## src/rtl/seq_scan_pkg.sv

```systemverilog
// Shared types and defaults for the serial scan controller and its matcher.
package seq_scan_pkg;

    typedef enum logic [1:0] {
        ST_IDLE  = 2'd0,
        ST_ARMED = 2'd1,
        ST_SHIFT = 2'd2,
        ST_DONE  = 2'd3
    } state_t;

    localparam int unsigned DEF_PAT_LEN = 4;
    localparam logic [3:0]  DEF_PATTERN = 4'b1101;

endpackage

```

## src/rtl/seq_match_core.sv

```systemverilog
// Non-overlapping serial pattern matcher; the window history survives word boundaries
// and idle gaps, and is dropped on a hit or an external flush.
module seq_match_core
    import seq_scan_pkg::*;
#(
    parameter int unsigned        PAT_LEN = DEF_PAT_LEN,
    parameter logic [PAT_LEN-1:0] PATTERN = PAT_LEN'(DEF_PATTERN)
) (
    input  logic clk,
    input  logic rst_n,
    input  logic bit_valid,
    input  logic bit_in,
    input  logic flush,
    output logic hit_c,
    output logic match_pulse
);

    localparam int unsigned HIST_W = PAT_LEN - 1;
    localparam int unsigned FILL_W = $clog2(PAT_LEN);

    logic [HIST_W-1:0]  hist_q;
    logic [FILL_W-1:0]  fill_q;
    logic [PAT_LEN-1:0] window_c;

    always_comb begin
        window_c = {hist_q, bit_in};
        hit_c    = bit_valid && (fill_q == FILL_W'(HIST_W)) && (window_c == PATTERN);
    end

    // Flush outranks a coincident hit so an abort never emits a pulse.
    always_ff @(posedge clk or negedge rst_n) begin
        if (!rst_n) begin
            hist_q      <= '0;
            fill_q      <= '0;
            match_pulse <= 1'b0;
        end else if (flush) begin
            hist_q      <= '0;
            fill_q      <= '0;
            match_pulse <= 1'b0;
        end else begin
            match_pulse <= hit_c;
            if (hit_c) begin
                hist_q <= '0;
                fill_q <= '0;
            end else if (bit_valid) begin
                hist_q <= window_c[HIST_W-1:0];
                if (fill_q != FILL_W'(HIST_W)) begin
                    fill_q <= fill_q + FILL_W'(1);
                end
            end
        end
    end

endmodule

```

## src/rtl/seq_scan_ctrl.sv

```systemverilog
// Accepts parallel words, serialises them MSB-first into the pattern matcher,
// counts matches and stops the scan once the programmed match count is reached.
module seq_scan_ctrl
    import seq_scan_pkg::*;
#(
    parameter int unsigned        WORD_W  = 8,
    parameter int unsigned        CNT_W   = 8,
    parameter int unsigned        PAT_LEN = DEF_PAT_LEN,
    parameter logic [PAT_LEN-1:0] PATTERN = PAT_LEN'(DEF_PATTERN)
) (
    input  logic              clk,
    input  logic              rst_n,
    input  logic              start,
    input  logic              clear,
    input  logic [CNT_W-1:0]  threshold,
    input  logic              in_valid,
    input  logic [WORD_W-1:0] in_data,
    output logic              in_ready,
    output logic              match_pulse,
    output logic [CNT_W-1:0]  match_count,
    output logic              busy,
    output logic              done_irq
);

    localparam int unsigned BCNT_W    = $clog2(WORD_W);
    localparam int unsigned CNT_EXT_W = CNT_W + 1;

    state_t                 state_q, state_d;
    logic [WORD_W-1:0]      shreg_q;
    logic [BCNT_W-1:0]      bit_cnt_q;
    logic [CNT_W-1:0]       count_q;
    logic [CNT_W-1:0]       thr_q;
    logic                   done_q;

    logic                   hit_c;
    logic                   final_hit_c;
    logic                   last_bit_c;
    logic                   shifting_c;
    logic                   ready_c;
    logic                   accept_c;
    logic                   arm_c;
    logic                   flush_c;
    logic [CNT_EXT_W-1:0]   count_inc_c;

    seq_match_core #(
        .PAT_LEN (PAT_LEN),
        .PATTERN (PATTERN)
    ) u_match (
        .clk         (clk),
        .rst_n       (rst_n),
        .bit_valid   (shifting_c),
        .bit_in      (shreg_q[WORD_W-1]),
        .flush       (flush_c),
        .hit_c       (hit_c),
        .match_pulse (match_pulse)
    );

    always_ff @(posedge clk or negedge rst_n) begin
        if (!rst_n) begin
            state_q <= ST_IDLE;
        end else begin
            state_q <= state_d;
        end
    end

    // Next state and handshake; threshold compare uses the pre-saturation count.
    always_comb begin
        state_d     = state_q;
        shifting_c  = (state_q == ST_SHIFT);
        last_bit_c  = (bit_cnt_q == '0);
        count_inc_c = {1'b0, count_q} + CNT_EXT_W'(1);
        final_hit_c = hit_c && (thr_q != '0) && (count_inc_c == {1'b0, thr_q});
        ready_c     = (state_q == ST_ARMED) || (shifting_c && last_bit_c && !final_hit_c);
        accept_c    = in_valid && ready_c && !clear;
        arm_c       = start && !clear && ((state_q == ST_IDLE) || (state_q == ST_DONE));
        flush_c     = clear || arm_c;

        unique case (state_q)
            ST_IDLE:  if (start) state_d = ST_ARMED;
            ST_ARMED: if (in_valid) state_d = ST_SHIFT;
            ST_SHIFT: begin
                if (final_hit_c) begin
                    state_d = ST_DONE;
                end else if (last_bit_c) begin
                    state_d = in_valid ? ST_SHIFT : ST_ARMED;
                end
            end
            ST_DONE:  if (start) state_d = ST_ARMED;
            default:  state_d = ST_IDLE;
        endcase

        if (clear) begin
            state_d = ST_IDLE;
        end
    end

    // Shift register, bit counter, saturating match counter and completion pulse.
    always_ff @(posedge clk or negedge rst_n) begin
        if (!rst_n) begin
            shreg_q   <= '0;
            bit_cnt_q <= '0;
            count_q   <= '0;
            thr_q     <= '0;
            done_q    <= 1'b0;
        end else begin
            done_q <= 1'b0;
            if (clear) begin
                shreg_q   <= '0;
                bit_cnt_q <= '0;
                count_q   <= '0;
            end else begin
                if (arm_c) begin
                    thr_q   <= threshold;
                    count_q <= '0;
                end else if (hit_c) begin
                    count_q <= (count_q == '1) ? count_q : count_inc_c[CNT_W-1:0];
                    done_q  <= final_hit_c;
                end

                if (accept_c) begin
                    shreg_q   <= in_data;
                    bit_cnt_q <= BCNT_W'(WORD_W - 1);
                end else if (shifting_c) begin
                    shreg_q <= {shreg_q[WORD_W-2:0], 1'b0};
                    if (!last_bit_c) begin
                        bit_cnt_q <= bit_cnt_q - BCNT_W'(1);
                    end
                end
            end
        end
    end

    assign in_ready    = ready_c;
    assign busy        = (state_q == ST_ARMED) || (state_q == ST_SHIFT);
    assign match_count = count_q;
    assign done_irq    = done_q;

endmodule

```

## config.mk

```make
export PLATFORM = sky130hd
export DESIGN_NAME = seq_scan_ctrl
export DESIGN_NICKNAME = d
export VERILOG_FILES = /design/src/rtl/seq_scan_pkg.sv /design/src/rtl/seq_match_core.sv /design/src/rtl/seq_scan_ctrl.sv
export SDC_FILE = /design/constraint.sdc
export NUM_CORES = 1
export LEC_CHECK = 0
export CAP_MARGIN = 20
export CORE_ASPECT_RATIO = 0.8
export CORE_UTILIZATION = 45
export DETAILED_ROUTE_END_ITERATION = 16
export DONT_BUFFER_PORTS = 1
export PLACE_DENSITY = 0.69
export SYNTH_ARGS = -nofsm -noshare
export SYNTH_HDL_FRONTEND = slang
export SYNTH_SLANG_ARGS = --single-unit
```

## constraint.sdc

```tcl
create_clock -name clk -period 3.55 [get_ports clk]
set_clock_uncertainty 0.15 [all_clocks]
set_input_delay 1.065 -clock clk [delete_from_list [all_inputs] [get_ports clk]]
set_output_delay 1.065 -clock clk [all_outputs]
set_load 0.005 [all_outputs]
```

* Word-level counts from Yosys, hierarchy flattened *
Index checks and enable logic that the tools add are counted.

word-level totals
  register bits after elaboration = 36
  input bits = 21
  output and inout port bits = 12
  logic and storage cells = 84

operators by class
  $add $sub $neg = 3
  multiplexer cells = 29
  equal/unequal tests = 13
  reductions and logical operators = 29
  bitwise operators = 1

operators with widths
  operator             number
  $mux 8               7
  $mux 3               7
  $mux 2               10
  $reduce_bool 3->1    4
  $logic_and 1x1->1    10
  $add 8x1->9 const B  1
  $eq 9x8->1           1
  $eq 8x8->1 const B   1
  $reduce_and 2->1     4
  $reduce_bool 8->1    1
  $eq 2x2->1 const B   3
  $ne 3x3->1 const B   2
  $pmux 2 s3           1
  $eq 4x4->1 const B   1
  $logic_or 1x1->1     4
  $mux 1               4
  $ne 4x4->1 const B   1
  $logic_not 3->1      1
  $ne 3x1->1 const B   1
  $ne 3x2->1 const B   1
  $reduce_and 3->1     1
  $sub 3x1->3 const B  1
  $add 2x1->2 const B  1
  $eq 2x1->1 const B   1
  5 further kinds      6

* Longest topological paths before layout *
Gate-level depths: netlist of run 1.

  depth after elaboration = 12
  depth in mapped cells = 9
  gate-level depth less buffers = 7

* Hierarchy *
Synthesis of run 1 repeated with hierarchy kept, for this count alone.

unflattened totals
  cells, all modules = 222
  area, all modules = 2262.2 um^2

modules (own cells, without submodules)
  module          instances  area each (um^2)  cells an instance  sequential area each (um^2)
  seq_scan_ctrl   1          1935.6            192                750.7
  seq_match_core  1          326.6             30                 150.1

* Worst setup path after synthesis of run 1 *
Ideal clock, no wire load.

  path type = register to output
  start point = reg count_q[0], in the netlist match_count[0]
  end point = out in_ready
  data required time = 2.335 ns
  data arrival time = 1.799 ns
  buffers on the path = 0
  cell stages (with the launch flop) = 7
  path slack = 0.536 ns
  cell sequence = dfrtp_1 > ha_1 > xor2_1 > a211o_1 > a211oi_2 > nand4_2 > a21o_2

on the way
  word-level cells in the longest chain between the ends = 6

RTL lines
  item                    line                  source
  start, declared         seq_scan_ctrl.sv:31   logic [CNT_W-1:0] count_q;
  start signal, assigned  seq_scan_ctrl.sv:116  count_q <= (count_q == '1) ? count_q : count_inc_c[CNT_W-1:0];
  $add 8x1->9             seq_scan_ctrl.sv:71   count_inc_c = {1'b0, count_q} + CNT_EXT_W'(1);
  $eq 9x8->1              seq_scan_ctrl.sv:72   final_hit_c = hit_c && (thr_q != '0) && (count_inc_c == {1'b0, thr_q});
  $logic_and 1x1->1       seq_scan_ctrl.sv:72
  $logic_not 1->1         seq_scan_ctrl.sv:73   ready_c = (state_q == ST_ARMED) || (shifting_c && last_bit_c && !final_hit_c);
  $logic_and 1x1->1       seq_scan_ctrl.sv:73
  $logic_or 1x1->1        seq_scan_ctrl.sv:73
  end, declared           seq_scan_ctrl.sv:18   output logic in_ready,

Every way passes these cells.

* Worst setup path after layout of run 1 *
Same ends and word-level chain as after synthesis.

==> impl_metrics.json, run 1 <==
{
  "status": "completed",
  "setup.worst_path.end_class": "output pin",
  "slew_headroom": 0.534,
  "ys_seq_elements": 36,
  "cpPeakStageDelay_ns": 0.46,
  "r2r_cells": 7,
  "clkLatencyLatePin_ns": 0.30,
  "yosysUniqueCellTypes": 41,
  "hold_viol": 0,
  "arrival_ns": 2.23,
  "setup_viol": 0,
  "synth_edf_count": 0,
  "start_util": 0.484,
  "wl_per_cell_um": 14.7,
  "tns_ns": 0,
  "syn_inst": 212,
  "drv_cap": 0,
  "clkTransAtPathRegs_ns": 0.07,
  "ys_dominant_reg_cell": "dfrtp_1",
  "ir_drop_v": 0.000324,
  "drive_above_1_share": 0.141,
  "rows": 21,
  "fill_cells": 400,
  "n_antenna_cell": 0,
  "ctsResizeCount": 0,
  "antenna_found_initial": 0,
  "place.gp.congestion": 0.869,
  "route.detailed.drc": 0,
  "vias": 1470,
  "htree_levels": 2,
  "areaGrowthSynthToFinish_pct": 8.45,
  "critPathKind": "reg2out",
  "cts_buffer_depth": 2,
  "slowest_stage": "dfrtp_1",
  "syn_area_per_cell_um2": 9.84,
  "synth_nets": 239,
  "yosysSeqAreaShare": 0.432,
  "die_w_um": 78.1,
  "cts_tree": "yes",
  "io_pins": 33,
  "numCtsBuffers": 5,
  "cp_max_fo": 6,
  "clock-root-buffer": "clkbuf_8",
  "fmax_ghz": 0.290,
  "start_kind": "flop",
  "first_pass_iters": 4,
  "drtIter0Drc": 110,
  "die_y_um": 62.9,
  "grt_pass1_vias": 1388,
  "clock_sinks": 36,
  "grt_max_degree": 37,
  "worst_slew_pin_slew_ns": 0.689,
  "post-route-period-util": 0.970,
  "core_area_um2": 4310,
  "synth_area_um2": 2090,
  "holdBufCountCts": 0,
  "power_density_nw_per_um2": 644,
  "wl_um": 3980,
  "layout_commonest_cell": "dfrtp_1",
  "cts_setup_buffers": 0,
  "min_period_ns": 3.44,
  "layout_common_cells": "dfrtp_1, nor2_1, mux2_2",
  "p_leak_nw": 0.923,
  "maxSlewViolCount": 0,
  "grt_pass1_wl_um": 6680,
  "finalPower_mw": 1.46,
  "worstHoldPathType": "in2async",
  "ant_nets": 0,
  "seqCellArea_um2": 901,
  "grtUsageTotal": 0.178,
  "yosysWarnings": 0,
  "worstPathRequired_ns": 2.33,
  "dp_hpwl_um": 2780,
  "port_buffers": 0,
  "path_cells": "ha_1, xor2_1, a211o_1, a211oi_4, nand4_4, a21o_2",
  "grt_setup_unrepaired": "no",
  "die-area_um2": 4920,
  "synthArstFlopShare": 1.00,
  "final_nets": 239,
  "multi_input_area_um2": 1130,
  "via_per_inst": 5.44,
  "grt.overflow.total": 0
}
==> cell type report <==
class	count	area share
Timing Repair Buffer	2	0.00663
Inverter	9	0.0149
Multi-Input combinational cell	158	0.501
Clock inverter	2	0.0155
Clock buffer	6	0.0321
Sequential cell	36	0.398
Tap cell	57	0.0315
==> worst max-delay path, delay by kind of cell, from the launching register on <==
| family | cells | cell delay (ns) |
|---|---|---|
| compound gates | 3 | 0.75 |
| xor+xnor | 1 | 0.17 |
| flops | 1 | 0.46 |
| fa+ha+maj | 1 | 0.37 |
| simple gates | 1 | 0.18 |
==> logic make-up (layout without fill, tap and decap cells) <==
kind of cell | after synthesis | in the layout | share of synthesized area
AND/OR/NAND/NOR | 80 | 80 | 0.200
flip-flops | 36 | 36 | 0.432
AO/OA/AOI/OAI | 34 | 34 | 0.118
multiplexers | 24 | 24 | 0.124
buffers and inverters | 18 | 19 | 0.0324
XOR/XNOR | 14 | 14 | 0.0588
adder cells (fa/ha/maj) | 6 | 6 | 0.0360
==> cells in the mapped netlist (all sizes together), types with 3 or more instances <==
master | instances | area share
nor2b | 11 | 0.033
and2 | 3 | 0.0090
nand4 | 6 | 0.021
dfrtp | 36 | 0.43
mux2 | 15 | 0.081
nor3 | 4 | 0.0096
nand2b | 3 | 0.0090
a21oi | 11 | 0.026
nand3 | 9 | 0.022
nor4 | 3 | 0.0090
o21ai | 7 | 0.017
xnor2 | 7 | 0.029
clkbuf | 9 | 0.016
mux2i | 9 | 0.043
ha | 6 | 0.036
nor2 | 21 | 0.038
nand2 | 12 | 0.022
inv | 9 | 0.016
xor2 | 7 | 0.029
==> per-stage QoR <==
| stage | cell area [um^2] | worst slack [ns] | util | std cells | hold slack (ns) |
|---|---|---|---|---|---|
| 2_1_floorplan | 2090 | 0.536 | - | 212 | 0.350 |
| 3_3_place_gp | 2140 | 0.404 | 0.497 | 262 | 0.374 |
| 3_5_place_dp | 2140 | 0.392 | 0.497 | 262 | 0.380 |
| 4_1_cts | 2250 | 0.0581 | 0.521 | 270 | 0.301 |
| 5_1_grt | 2260 | 0.0310 | 0.525 | 270 | 0.290 |
| 6_report | 2260 | 0.107 | 0.525 | 270 | 0.307 |
==> registers in the layout, summed over array words and instances, names as in the netlist <==
signal and count:
bit_cnt_q 3, done_irq 1, match_count 8, shreg_q 8
state_q 2, thr_q 8, u_match.fill_q 2, u_match.hist_q 3
u_match.match_pulse 1
==> per-layer routing <==
layer,share of wire,wire (um),global-route usage,up-vias
li1,-,-,-,747
met1,0.50,1990,0.254,683
met2,0.43,1700,0.246,31
met3,0.051,202,0.0482,9
met4,0.022,86,0.0880,0
met5,0,0,0,-
==> report_power, final <==
part,internal [mW],switching [mW]
Clock,0.208,0.147
Sequential,0.503,0.0800
Combinational,0.249,0.271
Total,0.960,0.498
==> worst paths after layout <==
kind / startpoint / slack (ns) / endpoint
worst max-delay path: match_count[0] / 0.11 / in_ready
worst min-delay path: rst_n / 0.31 / thr_q[1]
worst max register to register: match_count[0] / 0.75 / shreg_q[6]
worst min register to register: u_match.hist_q[2] / 0.39 / u_match.hist_q[2]
max in group asynchronous: rst_n / 2.87 / shreg_q[2]
min in group clk: u_match.hist_q[2] / 0.39 / u_match.hist_q[2]
Power figures use the tool's default switching activity.
==> run 2: changes to the inputs <==
CORE_ASPECT_RATIO = 0.5   (was 0.8)
HOLD_SLACK_MARGIN = 0.02   (was unset)
==> impl_metrics.json, run 2 (synthesis results as in run 1) <==
{
  "reg2reg_from": "match_count[0]",
  "first_pass_iters": 10,
  "die_w_um": 98.3,
  "worstPathRequired_ns": 2.33,
  "wl_um": 4160,
  "final_core_util": 0.510,
  "die-area_um2": 4930,
  "grt_setup_unrepaired": "no",
  "grt_pass1_wl_um": 7000,
  "p_leak_nw": 0.922,
  "cts_buffer_depth": 2,
  "maxSlewViolCount": 0,
  "slew_headroom": 0.512,
  "cp_max_fo": 6,
  "switching_share": 0.343,
  "cts_setup_buffers": 1,
  "setup.worst_path.end_class": "output pin",
  "clock-root-buffer": "clkbuf_8",
  "worstHoldPathType": "in2async",
  "min_period_ns": 3.45,
  "grtUsageTotal": 0.184,
  "violations": "DRC",
  "grt.overflow.total": 0,
  "drtIter0Drc": 57,
  "fill_cells": 411,
  "arrival_ns": 2.23,
  "antenna_found_initial": 0,
  "finalPower_mw": 1.46,
  "final_nets": 240,
  "ir_drop_v": 0.000274,
  "htree_levels": 2,
  "port_buffers": 0,
  "cts_tree": "yes",
  "layout_common_cells": "dfrtp_1, nor2_1, mux2_2",
  "pwr-share-comb": 0.355,
  "cp-startpoint": "match_count[0]",
  "clkTransAtPathRegs_ns": 0.07,
  "critPathKind": "reg2out",
  "layout_commonest_cell": "dfrtp_1",
  "n_antenna_cell": 0,
  "clkPwrFrac": 0.248,
  "clkLatencyLatePin_ns": 0.28,
  "route.detailed.drc": 1,
  "core_area_um2": 4420,
  "ant_nets": 0,
  "dp_hpwl_um": 3010,
  "power.internal_uw": 959,
  "holdBufCountCts": 0,
  "start_kind": "flop",
  "rows": 17,
  "wl_per_cell_um": 15.3,
  "power_density_nw_per_um2": 647,
  "via_per_inst": 5.63,
  "vias": 1526,
  "tns_ns": 0,
  "p_sw_uw": 500,
  "drive_above_1_share": 0.145,
  "drv_cap": 0,
  "setup_viol": 0,
  "die_y_um": 50.2,
  "numCtsBuffers": 5,
  "hold_viol": 0,
  "grt_pass1_vias": 1476,
  "worst_slew_pin_slew_ns": 0.723,
  "fmax_ghz": 0.290,
  "post-route-period-util": 0.971,
  "clock_sinks": 36,
  "areaGrowthSynthToFinish_pct": 8.03,
  "ctsResizeCount": 0,
  "place.gp.congestion": 0.836,
  "io_pins": 33,
  "seqPwrFrac": 0.397,
  "status": "complete, but fails checks",
  "grt_max_degree": 37,
  "start_util": 0.472
}
## run 2: changes by cell type in the layout (fill, tap and decap cells not counted)
cell	delta
buf_4	+1
a211oi_2	+1
nand4_4	-1
a211oi_4	-1
nand4_2	+1
## run 2: area by class of cell
cell class,instances,area [um^2],share of cell area
inverter,9,33.8,0.0150
clock buffer,6,72.6,0.0322
multi-input combinational,158,1120,0.496
sequential,36,901,0.400
tap,57,71.3,0.0316
timing repair buffer,3,22.5,0.00999
clock inverter,2,35.0,0.0155
## run 2: per-stage QoR
stage | hold slack (ns) | std cells | cell area [um^2] | setup WS, ns
after CTS | 0.306 | 271 | 2250 | 0.0919
after global routing | 0.301 | 271 | 2250 | 0.00458
final | 0.316 | 271 | 2250 | 0.102
after floorplan | 0.350 | 212 | 2090 | 0.536
after global placement | 0.365 | 262 | 2140 | 0.373
after detailed placement | 0.380 | 262 | 2140 | 0.293
## run 2: power by group through the flow
stage / Clock (mW) / Sequential [mW] / Combinational [mW]
after floorplan: 0 / 0.563 / 0.442
after global placement: 0 / 0.586 / 0.496
after detailed placement: 0 / 0.588 / 0.518
after CTS: 0.367 / 0.580 / 0.522
after global routing: 0.382 / 0.596 / 0.584
final: 0.361 / 0.580 / 0.518
## run 2: worst paths after layout
| path | endpoint | slack [ns] | cells past startpoint |
|---|---|---|---|
| min in group clk | u_match.hist_q[2] | 0.39 | 2 |
| max in group asynchronous | thr_q[3] | 2.85 | 0 |
| max reg2reg | shreg_q[1] | 0.61 | 8 |
| max | in_ready | 0.10 | 6 |
| min | shreg_q[4] | 0.32 | 0 |
| min reg2reg | u_match.hist_q[2] | 0.39 | 2 |
## run 2: critical path: stages, from the launching register on
cell and delay, ns:
dfrtp_1 0.47, ha_1 0.37, xor2_1 0.17, a211o_1 0.23, a211oi_2 0.25, nand4_2 0.18, a21o_2 0.26
## run 2: routing by layer
| metal | global-route usage | wire length [um] | up-vias | share of wire |
|---|---|---|---|---|
| li1 | - | - | 750 | - |
| met1 | 0.226 | 1860 | 749 | 0.45 |
| met2 | 0.303 | 2000 | 21 | 0.48 |
| met3 | 0.0696 | 241 | 6 | 0.058 |
| met4 | 0.0622 | 55 | 0 | 0.013 |
| met5 | 0 | 0 | - | 0 |
==> run 3: changes to the inputs <==
ABC_AREA = 1   (was unset)
==> impl_metrics.json, run 3 <==
{
  "status": "completed",
  "yosysUniqueCellTypes": 31,
  "grt_pass1_wl_um": 7940,
  "setup_viol": 0,
  "die-area_um2": 5170,
  "start_kind": "flop",
  "cts_buffer_depth": 2,
  "fmax_ghz": 0.303,
  "port_buffers": 0,
  "hold_viol": 0,
  "clkLatencyLatePin_ns": 0.29,
  "rows": 17,
  "wl_um": 4650,
  "numCtsBuffers": 5,
  "ys_seq_elements": 36,
  "htree_levels": 2,
  "syn_inst": 291,
  "layout_commonest_cell": "nand2_1",
  "drv_cap": 0,
  "route.detailed.drc": 0,
  "yosysSeqAreaShare": 0.411,
  "place.gp.congestion": 0.878,
  "antenna_found_initial": 0,
  "yosysWarnings": 0,
  "die_y_um": 51.3,
  "wl_per_cell_um": 12.8,
  "grt_setup_unrepaired": "no",
  "final_nets": 323,
  "first_pass_iters": 6,
  "p_leak_nw": 1.11,
  "whs_ns": 0.309,
  "synthArstFlopShare": 1.00,
  "layout_common_cells": "nand2_1, nand3_1, dfrtp_1",
  "ant_nets": 0,
  "die_w_um": 101,
  "ir_drop_v": 0.000288,
  "synthTopCellsByArea": "dfrtp_1, nand2_1, nand3_1",
  "worstPathRequired_ns": 2.33,
  "cp_max_fo": 10,
  "worst_slew_pin_slew_ns": 0.585,
  "synth_top_cell_by_area": "dfrtp_1",
  "clock_sinks": 36,
  "synth_edf_count": 0,
  "cts_setup_buffers": 0,
  "power_density_nw_per_um2": 576,
  "maxSlewViolCount": 0,
  "grt_max_degree": 37,
  "slew_headroom": 0.609,
  "ctsResizeCount": 0,
  "vias": 1861,
  "setup.worst_path.end_class": "output pin",
  "start_util": 0.484,
  "holdBufCountCts": 0,
  "tns_ns": 0,
  "synth_area_um2": 2190,
  "grt.overflow.total": 0,
  "critPathKind": "reg2out",
  "dp.cells": 355,
  "dp_hpwl_um": 3550,
  "synth_nets": 318,
  "syn_area_per_cell_um2": 7.53,
  "core_area_um2": 4530,
  "clkTransAtPathRegs_ns": 0.08,
  "synth_top_area_share": 0.411,
  "finalNonFillerCells": 363,
  "cts_tree": "yes",
  "io_pins": 33,
  "clock-root-buffer": "clkbuf_8",
  "worstHoldPathType": "in2async",
  "ys_dominant_reg_cell": "dfrtp_1",
  "post-route-period-util": 0.931,
  "grt_pass1_vias": 1777,
  "drtIter0Drc": 54,
  "arrival_ns": 2.09,
  "n_antenna_cell": 0,
  "areaGrowthSynthToFinish_pct": 6.85,
  "yosys-top-cells-count": "nand2_1, dfrtp_1, nand3_1",
  "min_period_ns": 3.30,
  "yosysMostFrequentCell": "nand2_1",
  "drive_above_1_share": 0.111,
  "via_per_inst": 5.13,
  "grtUsageTotal": 0.203
}
[run 3: cell types whose count changed in the layout (fill, tap and decap cells not counted), sizes merged, moves of 6 or more]
cell	previous run	this run
xor2	7	1
nand3	9	39
mux2	15	0
nor2b	11	0
nor2	21	29
mux2i	9	0
inv	9	33
nand2	12	103
a21oi	11	4
o21ai	7	13
[run 3: power breakdown]
part | switching, mW | internal (mW) | leakage, nW
logic | 0.313 | 0.174 | 0.585
clock network | 0.143 | 0.158 | 0.0455
registers | 0.0658 | 0.494 | 0.483
total | 0.522 | 0.827 | 1.11
[run 3: layout make-up]
type / instances / area (um^2)
clock buffer: 8 / 90.1
fill: 441 / 2190
inverter: 34 / 128
multi-input combinational: 217 / 1120
sequential: 36 / 901
tap: 66 / 82.6
timing repair buffer: 2 / 15.0
[run 3: metal layers]
metal,vias up,GRT usage,wire length [um]
li1,960,-,-
met1,853,0.250,2150
met3,4,0.0834,345
met4,0,0.0507,35
met5,-,0,0
met2,44,0.332,2120
[run 3: worst paths after layout]
kind                           startpoint           endpoint  slack (ns)  cells past startpoint
setup / recovery               state_q[0]           in_ready        0.25                     11
hold / removal                      rst_n     match_count[2]        0.31                      0
setup reg to reg           match_count[0]         shreg_q[4]        1.05                     16
hold reg to reg                shreg_q[0]         shreg_q[0]        0.35                      2
max in group asynchronous           rst_n  u_match.hist_q[1]        2.85                      0
min in group clk               shreg_q[0]         shreg_q[0]        0.35                      2
[run 3: kinds of logic (layout without fill, tap and decap cells)]
| logic type | Yosys count | count (layout) | synth area share |
|---|---|---|---|
| xor gates and xnor gates | 3 | 3 | 0.0120 |
| buffers and inverters | 38 | 44 | 0.0754 |
| and+or+nand+nor | 181 | 181 | 0.387 |
| adders and majority gates | 6 | 6 | 0.0343 |
| AOI/OAI and AO/OA | 27 | 27 | 0.0800 |
| DFF | 36 | 36 | 0.411 |
[run 3: per-stage QoR]
stage | worst slack, ns | total power, mW | cell area, um^2 | util
after floorplan | 0.803 | 0.952 | 2190 | -
after global placement | 0.667 | 1.03 | 2250 | 0.497
after detailed placement | 0.595 | 1.05 | 2250 | 0.497
after CTS | 0.254 | 1.36 | 2340 | 0.517
after global routing | 0.0270 | 1.46 | 2340 | 0.517
final | 0.246 | 1.35 | 2340 | 0.517
[run 3: critical path: stages (launching register included)]
cell,delay [ns]
dfrtp_1,0.40
inv_1,0.07
ha_1,0.30
nand2_1,0.09
nor2_1,0.10
nand3_1,0.18
nor2_1,0.15
nand3_1,0.08
nor2_2,0.10
nand3_2,0.12
nand2_2,0.10
nand2_4,0.11
